$ cat src/rtl/mem_bus_ctrl_pkg.sv
// Shared types and constants for the MEM-stage data bus controller.
package mem_bus_ctrl_pkg;

  // Controller FSM encodings (2 bits).
  typedef enum logic [1:0] {
    MB_IDLE = 2'd0,
    MB_REQ  = 2'd1,
    MB_DONE = 2'd2
  } mb_state_e;

  // Width of the REQ-cycle timeout counter.
  localparam int MB_TIMEOUT_W = 8;

endpackage : mem_bus_ctrl_pkg

$ cat src/rtl/mem_bus_ctrl.sv
// Data-memory bus controller: turns the MEM stage's single-cycle request into
// a registered req/ack bus transaction, stalls the pipeline while it is
// outstanding, and reports misaligned accesses and bus timeouts.
//
// Handshake: busReq is raised one cycle after an aligned memCe is seen in IDLE
// and held, together with busWe/busAddr/busWdata, until the clock edge that
// samples busAck=1 (or the timeout abort); busAck is only honoured in REQ and
// is a single-cycle completion strobe qualifying busRdata.
module mem_bus_ctrl
  import mem_bus_ctrl_pkg::*;
#(
  parameter int TIMEOUT = 255
) (
  input  logic                 clk,
  input  logic                 rst,
  input  logic                 memCe,
  input  logic                 memWr,
  input  logic [31:0]          memAddr,
  input  logic [31:0]          wtData,
  output logic [31:0]          rdData,
  output logic                 stall,
  output logic                 busReq,
  output logic                 busWe,
  output logic [31:0]          busAddr,
  output logic [31:0]          busWdata,
  input  logic [31:0]          busRdata,
  input  logic                 busAck,
  output logic                 alignErr,
  output logic                 busTimeout,
  output mb_state_e            dbg_state_o
);

  // Counter value seen on the last permitted REQ cycle.
  localparam logic [MB_TIMEOUT_W-1:0] TO_LAST = MB_TIMEOUT_W'(TIMEOUT - 1);

  mb_state_e                state_q, state_d;
  logic [MB_TIMEOUT_W-1:0]  cnt_q, cnt_d;
  logic                     bus_req_q, bus_req_d;
  logic                     bus_we_q, bus_we_d;
  logic [31:0]              bus_addr_q, bus_addr_d;
  logic [31:0]              bus_wdata_q, bus_wdata_d;
  logic [31:0]              rd_data_q, rd_data_d;
  logic                     align_err_q, align_err_d;
  logic                     timeout_q, timeout_d;

  // Next-state and registered-output logic; every register holds by default.
  always_comb begin
    state_d     = state_q;
    cnt_d       = cnt_q;
    bus_req_d   = bus_req_q;
    bus_we_d    = bus_we_q;
    bus_addr_d  = bus_addr_q;
    bus_wdata_d = bus_wdata_q;
    rd_data_d   = rd_data_q;
    align_err_d = align_err_q;
    timeout_d   = timeout_q;
    case (state_q)
      MB_IDLE: begin
        if (memCe) begin
          if (memAddr[1:0] == 2'b00) begin
            state_d     = MB_REQ;
            bus_req_d   = 1'b1;
            bus_we_d    = memWr;
            bus_addr_d  = {memAddr[31:2], 2'b00};
            bus_wdata_d = memWr ? wtData : 32'd0;
            cnt_d       = '0;
          end else begin
            // Misaligned: never touch the bus, report straight away.
            state_d     = MB_DONE;
            align_err_d = 1'b1;
            rd_data_d   = 32'd0;
          end
        end
      end
      MB_REQ: begin
        if (busAck) begin
          state_d   = MB_DONE;
          bus_req_d = 1'b0;
          if (!bus_we_q) rd_data_d = busRdata;
        end else if (cnt_q == TO_LAST) begin
          state_d   = MB_DONE;
          bus_req_d = 1'b0;
          timeout_d = 1'b1;
          rd_data_d = 32'd0;
        end else begin
          cnt_d = cnt_q + 1'b1;
        end
      end
      MB_DONE: begin
        // Pipeline advances this cycle; memCe still shows the old request.
        state_d     = MB_IDLE;
        align_err_d = 1'b0;
        timeout_d   = 1'b0;
      end
      default: state_d = MB_IDLE;
    endcase
  end

  // State and output registers with asynchronous active-high reset.
  always_ff @(posedge clk or posedge rst) begin
    if (rst) begin
      state_q     <= MB_IDLE;
      cnt_q       <= '0;
      bus_req_q   <= 1'b0;
      bus_we_q    <= 1'b0;
      bus_addr_q  <= 32'd0;
      bus_wdata_q <= 32'd0;
      rd_data_q   <= 32'd0;
      align_err_q <= 1'b0;
      timeout_q   <= 1'b0;
    end else begin
      state_q     <= state_d;
      cnt_q       <= cnt_d;
      bus_req_q   <= bus_req_d;
      bus_we_q    <= bus_we_d;
      bus_addr_q  <= bus_addr_d;
      bus_wdata_q <= bus_wdata_d;
      rd_data_q   <= rd_data_d;
      align_err_q <= align_err_d;
      timeout_q   <= timeout_d;
    end
  end

  // Stall is the only combinational output; forced low during reset.
  assign stall = !rst && (((state_q == MB_IDLE) && memCe) || (state_q == MB_REQ));

  assign rdData      = rd_data_q;
  assign busReq      = bus_req_q;
  assign busWe       = bus_we_q;
  assign busAddr     = bus_addr_q;
  assign busWdata    = bus_wdata_q;
  assign alignErr    = align_err_q;
  assign busTimeout  = timeout_q;
  assign dbg_state_o = state_q;

endmodule : mem_bus_ctrl

$ cat config.mk
export PLATFORM = sky130hd
export DESIGN_NAME = mem_bus_ctrl
export DESIGN_NICKNAME = d
export VERILOG_FILES = /design/src/rtl/mem_bus_ctrl_pkg.sv /design/src/rtl/mem_bus_ctrl.sv
export SDC_FILE = /design/constraint.sdc
export NUM_CORES = 1
export LEC_CHECK = 0
export ABC_AREA = 1
export BUFFER_PORTS_ARGS = -buffer_cell sky130_fd_sc_hd__buf_2
export CORE_UTILIZATION = 43
export CTS_BUF_LIST = sky130_fd_sc_hd__clkbuf_16
export DETAILED_ROUTE_END_ITERATION = 8
export GPL_TIMING_DRIVEN = 0
export PLACE_DENSITY = 0.81
export RECOVER_POWER = 25
export SLEW_MARGIN = 10
export SYNTH_ARGS = -nofsm -noshare
export SYNTH_HDL_FRONTEND = slang
export SYNTH_SLANG_ARGS = --single-unit
$ cat constraint.sdc
create_clock -name clk -period 2.85 [get_ports clk]
set_clock_uncertainty 0.15 [all_clocks]
set_input_delay 0.1425 -clock clk [delete_from_list [all_inputs] [get_ports clk]]
set_output_delay 0.1425 -clock clk [all_outputs]
set_load 0.02 [all_outputs]
# == Word-level counts from Yosys, hierarchy flattened ==
# Cells that the tools add are included.
# classes
addsub,1
eq_ne,11
mux,28
reduce_logical,16
# op_table
operator,count
two-way mux 32 bit,6
one-hot mux 32 bit (2 select lines),1
two-way mux 8 bit,4
one-hot mux 8 bit (2 select lines),1
"inequality test 2 bit, second input constant",6
AND reduction 5 bit,2
AND reduction 3 bit,3
"adder 8 x 1 -> 8 bit, second input constant",1
"equality test 8 bit, second input constant",1
two-way mux 1 bit,8
two-way mux 2 bit,4
"inequality test 3 bit, second input constant",2
one-hot mux 1 bit (2 select lines),3
nonzero test 2 bit,3
zero test 2 bit,2
one-hot mux 2 bit (2 select lines),1
AND reduction 4 bit,1
"equality test 2 x 1 -> 1 bit, second input constant",1
"equality test 2 bit, second input constant",1
logical AND 1 bit,2
AND reduction 2 bit,1
zero test 1 bit,1
logical OR 1 bit,1
# totals
register_bits,108
inputBits,101
output_inout_bits,103
elab_cells,65

# == Logic depth before layout (Yosys ltp) ==
# Gate-level depths: netlist of the first run.
# depth
depth_word,4
depth_mapped,10

# == Worst setup path after synthesis of the first run ==
# No wires, ideal clock.
# synth_path
kind,reg2reg
start,"register state_q[0], in the netlist dbg_state_o[0]"
end,"register bus_wdata_q[0], in the netlist busWdata[0]"
t_arrival_ns,1.341
required_time_ns,2.582
path_slack_ns,1.241
path_stages_with_launch,9
n_path_buf,2
cell_sequence,dfrtp_1 -> nor2_1 -> nand2_1 -> nor2_4 -> inv_2 -> buf_6 -> buf_6 -> nand2_1 -> nand2_1
# synth_between
elab_chain_len,2
# synth_rtl
item,line,source
"start, declared",mem_bus_ctrl.sv:36,"mb_state_e state_q, state_d;"
"start signal, assigned",mem_bus_ctrl.sv:112,state_q <= state_d;
zero test 2 bit,mem_bus_ctrl.sv:57,case (state_q)
AND reduction 3 bit (no source line),-,
"end signal, assigned",mem_bus_ctrl.sv:117,bus_wdata_q <= bus_wdata_d;
"end, declared",mem_bus_ctrl.sv:41,"logic [31:0] bus_wdata_q, bus_wdata_d;"
# Every way passes these cells.
# A chain may end at the register's enable or synchronous reset.

# == Final worst setup path of the first run ==
# layout_path
start,"register state_q[0], in the netlist dbg_state_o[0]"
end,"register bus_wdata_q[16], in the netlist busWdata[16]"
# Same word-level chain as after synthesis.

==> results of run 1 <==
[metal layers]
metal | global-route usage, % | part of all wire [%]
met1 | 31.63 | 40
met2 | 45.91 | 49
met3 | 6.992 | 8.7
met4 | 10.23 | 2.6
met5 | 0 | 0
[timing repair]
| item | 4_1_cts | 5_1_grt |
|---|---|---|
| setup endpoints to repair | 0 | 0 |
| hold buffers | 84 | 0 |
| endpoints found under the hold margin | 94 | 0 |
| resized for setup | 0 | 0 |
| setup buffers | 0 | 0 |
[cell families after synthesis]
logic type               share of synthesized area (%)
AND/OR/NAND/NOR                                  36.88
flip-flops                                       55.63
buffers and inverters                            5.743
AO/OA/AOI/OAI                                   0.6181
XOR/XNOR                                        0.5409
adder cells (fa/ha/maj)                         0.5150
other                                          0.07719
[sequential cells by signal, summed over array words and instances (netlist names)]
name         count
busWe            1
alignErr         1
busReq           1
busWdata        32
rdData          32
cnt_q            8
dbg_state_o      2
busAddr         30
busTimeout       1
[placed cells by master, fill, tap and decap left out, types with 2 or more instances in the layout]
cell type,Yosys,routed
inv_1,10,9
buf_2,13,211
nand2_1,287,287
o21ai_0,4,4
clkbuf_2,0,2
ha_1,2,2
buf_1,5,5
conb_1,1,2
nand4_1,32,32
nor2_4,3,3
buf_6,6,6
clkbuf_16,0,9
dlygate4sd3_1,0,84
nand2_4,2,2
inv_6,0,2
clkinvlp_4,0,2
nand3_1,43,43
xor2_1,2,2
clkbuf_1,9,10
buf_4,6,6
inv_2,3,3
nor2_1,51,51
dfrtp_1,108,108
a21oi_1,2,2
nor3_1,2,2
[power groups by stage]
stage | sequential [mW] | clock, mW | combinational (mW)
2_1_floorplan | 2.29 | 0 | 0.390
3_3_place_gp | 1.96 | 0 | 1.16
3_5_place_dp | 1.96 | 0 | 1.20
4_1_cts | 1.94 | 1.26 | 1.28
5_1_grt | 1.99 | 1.33 | 1.41
6_report | 1.96 | 1.24 | 1.30
[stage by stage]
step | power (mW) | cells | hold slack, ns
floorplan | 2.678 | 597 | 0.1091
global route | 4.725 | 1039 | 0.01695
global placement | 3.123 | 936 | 0.1933
CTS | 4.475 | 1039 | 0.0006624
finish | 4.503 | 1039 | 0.003366
detailed placement | 3.153 | 939 | 0.05454
[how the worst min path moves through the flow]
stage	startpoint	to	depth (start not counted)
global placement	memAddr[11]	busAddr[11]	3
CTS	busRdata[23]	rdData[23]	5
finish	busRdata[17]	rdData[17]	5
global route	busRdata[7]	rdData[7]	5
floorplan	memAddr[13]	busAddr[13]	2
detailed placement	rst	rdData[25]	2
[worst register-to-register path, stage by stage, from the launching register on]
cell           delay [ns]
dfrtp_1              0.45
nor2_1               0.16
nand2_1              0.13
nor2_4               0.28
nand3_1              0.12
dlygate4sd3_1        0.58
nand2_1              0.06
[cell type report]
type	count	area (µm²)	share of cell area, %
Multi-Input combinational cell	437	1881	26.10
Inverter	13	50.05	0.6946
Sequential cell	108	2703	37.51
Tap cell	140	175.2	2.431
Clock buffer	9	225.2	3.126
Clock inverter	7	68.82	0.9550
Buffer	39	230.2	3.195
Timing Repair Buffer	286	1873	25.99
==> results.tsv, run 1 <==
stage	metric	value	unit
outcome	outcome	completed	
grt	first_global_vias	5071	
setup_path	r2r-start	dbg_state_o[0]	
min_path	min_path_type	input port to register	
layout	syn_to_final_growth	48.31	%
setup_path	reg2reg_depth	6	
setup_path	crit_type	register to register	
clock_network	htreeDepth	3	
yosys	ys_async_sr_fraction	100.0	%
pwr	switchingPower	1.627	mW
sta	finalSetupViolCount	0	
grt	grt_overflow	0	
sta	setup_ws	0.8644	ns
yosys	synth_ff_type	dfrtp_1	
yosys	synth_area_leaders	dfrtp_1, nand2_1, nand3_1	
yosys	synthTopCellsByCount	nand2_1, dfrtp_1, nor2_1, nand3_1, nand4_1	
sta	rsz0062_at_grt	false	
drt	drtAntennaViolNets	0	
floorplan	initial_utilization	44.43	%
sta	hold_violations	0	
drt	via_per_inst	4.942	
setup_path	crit_family	simple AND/OR/NAND/NOR gates	
setup_path	critPathCapture	busWdata[16]	
setup_path	critPathLaunchType	register	
place	io_buffers	199	
yosys	synth_seq_area_share	55.63	%
sta	max_slew.worst_pin.slew	0.9239	ns
layout	fin_util	65.89	%
layout	fin_area	7206	µm²
sta	period_needed	1.986	ns
drt	drc_errors	0	
sta	slew_headroom	38.40	%
grt	antenna_found_initial	0	
pwr	p_sw_share	36.14	%
drt	wl_per_cell	14.72	µm
layout	drive_above_1_share	28.25	%
clock_network	clkSinkCount	108	
yosys	synth.top_cell.area_share	55.63	%
clock_network	cts-root-buf	clkbuf_16	
setup_path	max_stage_delay	0.58	ns
sta	fmax	503.6	MHz
yosys	avgSynthCellArea	8.152	µm²
grt	grt_first_pass_wirelength	23920	µm
pwr	p_seq_share	43.6	%
setup_path	reg2reg_slack	0.86	ns
pwr	pwr-share-clk	27.5	%
drt	drt_first_pass_iters	5	
layout	nets	997	
setup_path	required	2.99	ns
setup_path	cp-end-kind	register	
drt	vias	5135	
place	dpl_cell_area	6105	µm²
yosys	ys_types	25	
setup_path	cp_num_cells	6	
setup_path	crit_path_frequent_cell	nand2_1	
pwr	leakage	4.068	nW
setup_path	critPathBufInv	1	
floorplan	num_io_pins	204	
yosys	synth_area	4858	µm²
sta	maxSlewViolCount	0	
drt	drt-initial-drc-count	391	
clock_network	cts_buffers	9	
yosys	yosysTopAreaCell	dfrtp_1	
yosys	yosysWarnings	0	
drt	drt_wl_total	15300	µm
sta	finalSetupTns	0	ns
run	maxCapViolCount	0	
clock_network	clk_latency	0.35	ns
pwr	power.density	624.9	nW/µm²
floorplan	die_w	108.3	µm
grt	grt_max_degree	39	
floorplan	die_h	108.3	µm
setup_path	crit_fanout	10	
clock_network	clk_pin_slew	0.08	ns
floorplan	rows	38	
yosys	syn_inst	596	
sta	fin_crit_sh	69.67	%
floorplan	coreArea	10940	µm²
pwr	peakVddDrop	0.3857	mV
setup_path	cpMaxStageDelayCell	dlygate4sd3_1	
grt	grt_use_total	26.58	%
layout	antenna_cells	0	
pwr	p_comb_share	28.9	%
floorplan	die_area	11730	µm²
setup_path	reg2reg_to	busWdata[16]	
clock_network	clockBufferDepth	2	
clock_network	tritoncts	built	
setup_path	critPathLaunch	dbg_state_o[0]	
yosys	synth-seq-cells	108	
pwr	internal_power	2.875	mW
layout	fillers	820	
setup_path	path_cells	nor2_1, nand2_1, nor2_4, nand3_1, dlygate4sd3_1, nand2_1	
yosys	synth_edf_count	0	
place	dp.final_hpwl	9474	µm
place	pre_cts_slack	1.063	ns
setup_path	worstPathArrival	2.13	ns
yosys	yosysMostFrequentCell	nand2_1	
place	gp_congestion	0.8660	
(Power assumes the default switching activity.)
==> run 2: changes to the inputs <==
==> constraint.sdc (replaced) <==
create_clock -name clk -period 1.62 [get_ports clk]
set_clock_uncertainty 0.15 [all_clocks]
set_input_delay 0.081 -clock clk [delete_from_list [all_inputs] [get_ports clk]]
set_output_delay 0.081 -clock clk [all_outputs]
set_load 0.02 [all_outputs]
==> run 2 against run 1 <==
Effect of this change: the flow now finishes with violations (setup timing); core utilization up 8.8 points; first-iteration DRC count increased by 14%; via count rose by 9.6%; cell area increased by 13%; critical path depth rose by 3; setup slack worse by 0.92 ns; register-to-register slack lost 0.92 ns; count of clock-buffer cells in the layout unchanged; final cell count increased by 3.4%; largest cell class unchanged.
==> results.tsv, run 2 (synthesized netlist as in run 1, its figures left out) <==
stage	metric	value	unit
outcome	outcome	complete, but fails checks	
outcome	violations	setup timing	
sta	finalSetupViolCount	71	
floorplan	die_h	108.3	µm
run	maxCapViolCount	0	
min_path	holdPathStages	5	
min_path	min_path_type	input port to register	
drt	vias	5629	
sta	rsz0062_at_grt	true	
setup_path	cpMaxStageDelayCell	dfrtp_1	
sta	period_needed	1.678	ns
setup_path	r2r-start	cnt_q[1]	
sta	maxSlewViolCount	0	
clock_network	cts_buffers	9	
setup_path	reg2reg_slack	-0.06	ns
place	pre_cts_slack	-0.1671	ns
grt	grt_overflow	0	
drt	drc_errors	0	
grt	grt_max_degree	39	
clock_network	clkSinkCount	108	
setup_path	crit_type	register to register	
grt	first_global_vias	5361	
layout	seqCellArea	2705	µm²
grt	grt_use_total	28.58	%
sta	finalSetupTns	-1.860	ns
setup_path	required	1.70	ns
floorplan	num_io_pins	204	
clock_network	tritoncts	built	
sta	fmax	595.8	MHz
layout	syn_to_final_growth	68.04	%
drt	drt_first_pass_iters	5	
clock_network	cts-root-buf	clkbuf_16	
pwr	leakage	4.414	nW
sta	setup_ws	-0.05830	ns
setup_path	crit_fanout	10	
layout	multiInputGateArea	2306	µm²
sta	max_slew.worst_pin.slew	0.8224	ns
clock_network	clockBufferDepth	2	
floorplan	coreArea	10940	µm²
setup_path	path_cells	ha_2, nand2_2, nor2_4, nand2_2, nand2_4, nand3_4, buf_6, nand2_1, nand2_1	
drt	drtAntennaViolNets	0	
drt	via_per_inst	5.241	
setup_path	reg2reg_depth	9	
layout	final_common_cell	buf_2	
drt	drt-initial-drc-count	447	
sta	fin_crit_sh	103.6	%
sta	slew_headroom	44.87	%
layout	antenna_cells	0	
layout	fin_util	74.66	%
floorplan	initial_utilization	44.43	%
layout	drive_above_1_share	40.90	%
drt	drt_wl_total	19070	µm
clock_network	htreeDepth	3	
drt	wl_per_cell	17.75	µm
pwr	power.density	1062	nW/µm²
setup_path	worstPathArrival	1.76	ns
min_path	min-delay-start	busAck	
setup_path	critPathLaunch	cnt_q[1]	
place	io_buffers	199	
place	dp_cells	939	
layout	fin_area	8164	µm²
layout	instances_no_fill	1074	
floorplan	die_w	108.3	µm
layout	fillers	668	
floorplan	die_area	11730	µm²
setup_path	cp-end-kind	register	
place	dpl_cell_area	6105	µm²
grt	grt_first_pass_wirelength	25680	µm
layout	nets	1032	
pwr	peakVddDrop	0.7880	mV
setup_path	critPathLaunchType	register	
clock_network	clk_pin_slew	0.08	ns
clock_network	clk_latency	0.35	ns
layout	final_cell_mix	buf_2, nand2_1, dfrtp_1, dlygate4sd3_1, nand2_2	
place	dp.final_hpwl	9474	µm
setup_path	max_stage_delay	0.43	ns
place	gp_congestion	0.8660	
sta	hold_violations	0	
floorplan	rows	38	
grt	antenna_found_initial	0	
[run 2: cell types whose count changed in the layout (fill, tap and decap cells not counted), moves of 3 or more]
| cell | previous run | this run |
|---|---|---|
| buf_1 | 5 | 2 |
| buf_12 | 0 | 6 |
| buf_2 | 211 | 208 |
| buf_4 | 6 | 18 |
| buf_6 | 6 | 10 |
| clkbuf_1 | 10 | 7 |
| clkbuf_16 | 9 | 16 |
| clkbuf_4 | 0 | 3 |
| dlygate4sd3_1 | 84 | 96 |
| nand2_1 | 287 | 196 |
| nand2_2 | 1 | 58 |
| nand2_4 | 2 | 36 |
| nor2_1 | 51 | 48 |
[run 2: layout make-up]
cell class	count	share of cell area, %
Buffer	38	3.923
Clock buffer	9	2.759
Clock inverter	7	0.8429
Inverter	13	0.7050
Multi-Input combinational cell	437	28.25
Sequential cell	108	33.13
Tap cell	140	2.146
Timing Repair Buffer	322	28.25
[run 2: path summary, 6_finish.rpt]
kind / endpoint
worst max register to register: rdData[28]
min in group asynchronous: cnt_q[6]
worst min-delay path: rdData[30]
worst min register to register: rdData[25]
max in group asynchronous: busAddr[12]
worst max-delay path: rdData[28]
[run 2: routing by layer]
layer  GRT usage (%)  routed length, µm  vias up  part of all wire [%]
li1                -                  -     2545                     -
met2           49.91               9573      365                    50
met3           7.896               1683       66                   8.8
met1           32.88               7091     2653                    37
met5               0                  0        -                     0
met4           12.07                717        0                   3.8
[run 2: what timing repair did]
| item | 4_1_cts | 5_1_grt |
|---|---|---|
| setup endpoints to repair | 102 | 104 |
| hold endpoints to repair | 192 | 0 |
| buffers inserted | 11 | 4 |
| gates resized for setup | 13 | 170 |
| hold buffers | 96 | 0 |
| gates cloned | 0 | 9 |
| pin swaps | 3 | 28 |
[run 2: critical path: cells and delay by family, from the launching register on]
family,cells,cell delay (ns)
adders and majority gates,1,0.21
DFF,1,0.43
and+or+nand+nor,7,0.61
buffers and inverters,1,0.17
[run 2: metrics by stage]
stage	hold slack [ns]	power [mW]
6_report	0.08508	8.672
5_1_grt	0.1137	9.012
4_1_cts	0.03079	7.937
3_5_place_dp	-0.006961	5.548
3_3_place_gp	0.1318	5.493
2_1_floorplan	0.04762	4.711
[run 2: where the power goes]
| part | switching (mW) | internal (mW) | leakage [nW] |
|---|---|---|---|
| Sequential | 0.482 | 3.16 | 1.43 |
| Combinational | 1.70 | 1.14 | 2.85 |
| Clock | 1.12 | 1.08 | 0.137 |
| Total | 3.30 | 5.38 | 4.41 |
==> run 3: changes to the inputs <==
--- a/config.mk
+++ b/config.mk
@@ -11,7 +11,7 @@
 export CTS_BUF_LIST = sky130_fd_sc_hd__clkbuf_16
 export DETAILED_ROUTE_END_ITERATION = 8
 export GPL_TIMING_DRIVEN = 0
-export PLACE_DENSITY = 0.81
+export PLACE_DENSITY = 0.76
 export RECOVER_POWER = 25
 export SLEW_MARGIN = 10
 export SYNTH_ARGS = -nofsm -noshare
==> run 3 against run 2 <==
Effect of this change: the run still ends with setup timing left; count of clock-buffer cells in the layout is the same; register-to-register slack lost 0.04 ns; global-route usage shrank 1.8 points; wire length shrank 6.0%; critical endpoint is now busAddr[30]; largest cell class unchanged; largest power group unchanged.
==> results.tsv, run 3 (synthesized netlist as in run 1, its figures left out) <==
stage	metric	value	unit
grt	antenna_found_initial	0	
pwr	leakage	4.432	nW
drt	drc_errors	0	
sta	finalSetupViolCount	82	
layout	syn_to_final_growth	68.01	%
floorplan	die_w	108.3	µm
min_path	min_path_type	input port to register	
pwr	peakVddDrop	0.6791	mV
drt	drt_first_pass_iters	5	
sta	slew_headroom	47.07	%
setup_path	worstPathArrival	1.84	ns
layout	nets	1033	
layout	seqCellArea	2705	µm²
drt	vias	5547	
grt	grt_overflow	0	
floorplan	die_h	108.3	µm
floorplan	num_io_pins	204	
grt	grt_use_total	26.79	%
setup_path	crit_fanout	10	
outcome	outcome	complete, but fails checks	
layout	fin_util	74.65	%
sta	max_slew.worst_pin.slew	0.7897	ns
run	maxCapViolCount	0	
clock_network	clkSinkCount	108	
sta	fin_crit_sh	105.8	%
drt	drt-initial-drc-count	334	
outcome	violations	setup timing	
layout	fin_area	8163	µm²
drt	via_per_inst	5.165	
sta	maxSlewViolCount	0	
pwr	pwr-share-clk	24.5	%
grt	first_global_vias	5228	
setup_path	required	1.74	ns
drt	wl_per_cell	16.69	µm
pwr	p_sw_share	36.79	%
floorplan	coreArea	10940	µm²
clock_network	clk_pin_slew	0.07	ns
setup_path	critPathBufInv	3	
setup_path	crit_type	register to register	
layout	fillers	700	
pwr	power.density	1037	nW/µm²
layout	drive_above_1_share	41.54	%
setup_path	critPathLaunchType	register	
floorplan	rows	38	
drt	drtAntennaViolNets	0	
clock_network	htreeDepth	3	
clock_network	cts-root-buf	clkbuf_16	
sta	rsz0062_at_grt	true	
place	gp_congestion	0.9082	
sta	period_needed	1.715	ns
layout	multiInputGateArea	2317	µm²
grt	grt_first_pass_wirelength	24530	µm
floorplan	die_area	11730	µm²
grt	grt_max_degree	37	
sta	fmax	583.3	MHz
setup_path	cpMaxStageDelayCell	dfrtp_2	
pwr	internal_power	5.349	mW
pwr	switchingPower	3.113	mW
clock_network	tritoncts	built	
setup_path	max_stage_delay	0.44	ns
layout	final_common_cell	buf_2	
place	dpl_cell_area	6097	µm²
pwr	p_seq_share	42.5	%
place	dp.final_hpwl	9501	µm
setup_path	path_cells	nor2_4, nand2_4, nor2_4, buf_4, buf_4, buf_6, nand2_1, nand2_1	
floorplan	initial_utilization	44.43	%
sta	whs	0.06364	ns
sta	hold_violations	0	
drt	drt_wl_total	17930	µm
clock_network	clockBufferDepth	2	
clock_network	cts_buffers	9	
place	io_buffers	199	
sta	setup_ws	-0.09450	ns
layout	antenna_cells	0	
clock_network	clk_latency	0.33	ns
layout	final_cell_mix	buf_2, nand2_1, dfrtp_1, dlygate4sd3_1, nand2_2	
setup_path	cp-end-kind	register	
setup_path	crit_family	simple AND/OR/NAND/NOR gates	
pwr	p_comb_share	33.1	%
## run 3: changes by cell type in the layout (fill, tap and decap cells not counted), moves of 2 or more
cell,previous run,this run
clkinv_4,1,3
nand2_1,196,189
nand2_4,36,31
clkbuf_4,3,0
nand2_2,58,70
buf_8,1,3
## run 3: path summary, 6_finish.rpt
check	depth (start not counted)	slack, ns	start	to
max in group asynchronous	4	0.14	rst	dbg_state_o[0]
hold / removal	3	0.06	busAck	dbg_state_o[1]
min in group asynchronous	3	0.26	rst	rdData[22]
hold reg to reg	2	0.32	rdData[7]	rdData[7]
setup reg to reg	8	-0.09	dbg_state_o[0]	busAddr[30]
setup / recovery	8	-0.09	dbg_state_o[0]	busAddr[30]
## run 3: repair_timing
action	in CTS	in global routing
gates resized for setup	13	174
pin swaps	4	17
cloned	1	9
setup endpoints to repair	104	101
setup buffers	7	7
hold endpoints to repair	166	0
hold buffers	96	0
## run 3: power by group through the flow
stage / Combinational [mW] / Clock, mW / Sequential [mW]
after floorplan: 0.687 / 0 / 4.02
after global placement: 2.04 / 0 / 3.46
after detailed placement: 2.10 / 0 / 3.46
after CTS: 2.31 / 2.09 / 3.43
after global routing: 3.00 / 2.22 / 3.64
final: 2.80 / 2.07 / 3.59
## run 3: layout make-up
cell class | count | share of cell area [%]
sequential | 108 | 33.14
inverter | 13 | 0.6744
timing repair buffer | 321 | 28.20
buffer | 39 | 4.093
tap | 140 | 2.146
clock buffer | 9 | 2.759
multi-input combinational | 438 | 28.39
clock inverter | 6 | 0.5978
## run 3: per-layer routing
| layer | global-route usage [%] | routed length (µm) | share of wire, % | vias up |
|---|---|---|---|---|
| met5 | 0 | 0 | 0 | - |
| met4 | 11.10 | 486 | 2.7 | 0 |
| met3 | 5.606 | 1557 | 8.7 | 58 |
| met2 | 45.86 | 9036 | 50 | 331 |
| met1 | 32.87 | 6849 | 38 | 2607 |
| li1 | - | - | - | 2551 |
## run 3: worst min-delay path: cells and delay by family
kind / cells / cell delay (ns)
buffers and inverters: 1 / 0.19
and+or+nand+nor: 1 / 0.16
AOI/OAI and AO/OA: 1 / 0.08
## run 3: stage by stage
step | total power [mW] | setup TNS, ns | instances | setup WS (ns)
5_1_grt | 8.848 | -10.62 | 1074 | -0.1719
2_1_floorplan | 4.711 | 0 | 597 | 0.01102
3_5_place_dp | 5.555 | -14.59 | 939 | -0.1904
6_report | 8.463 | -4.003 | 1074 | -0.09450
3_3_place_gp | 5.502 | -86.42 | 936 | -0.6985
4_1_cts | 7.832 | -1.568 | 1058 | -0.06751
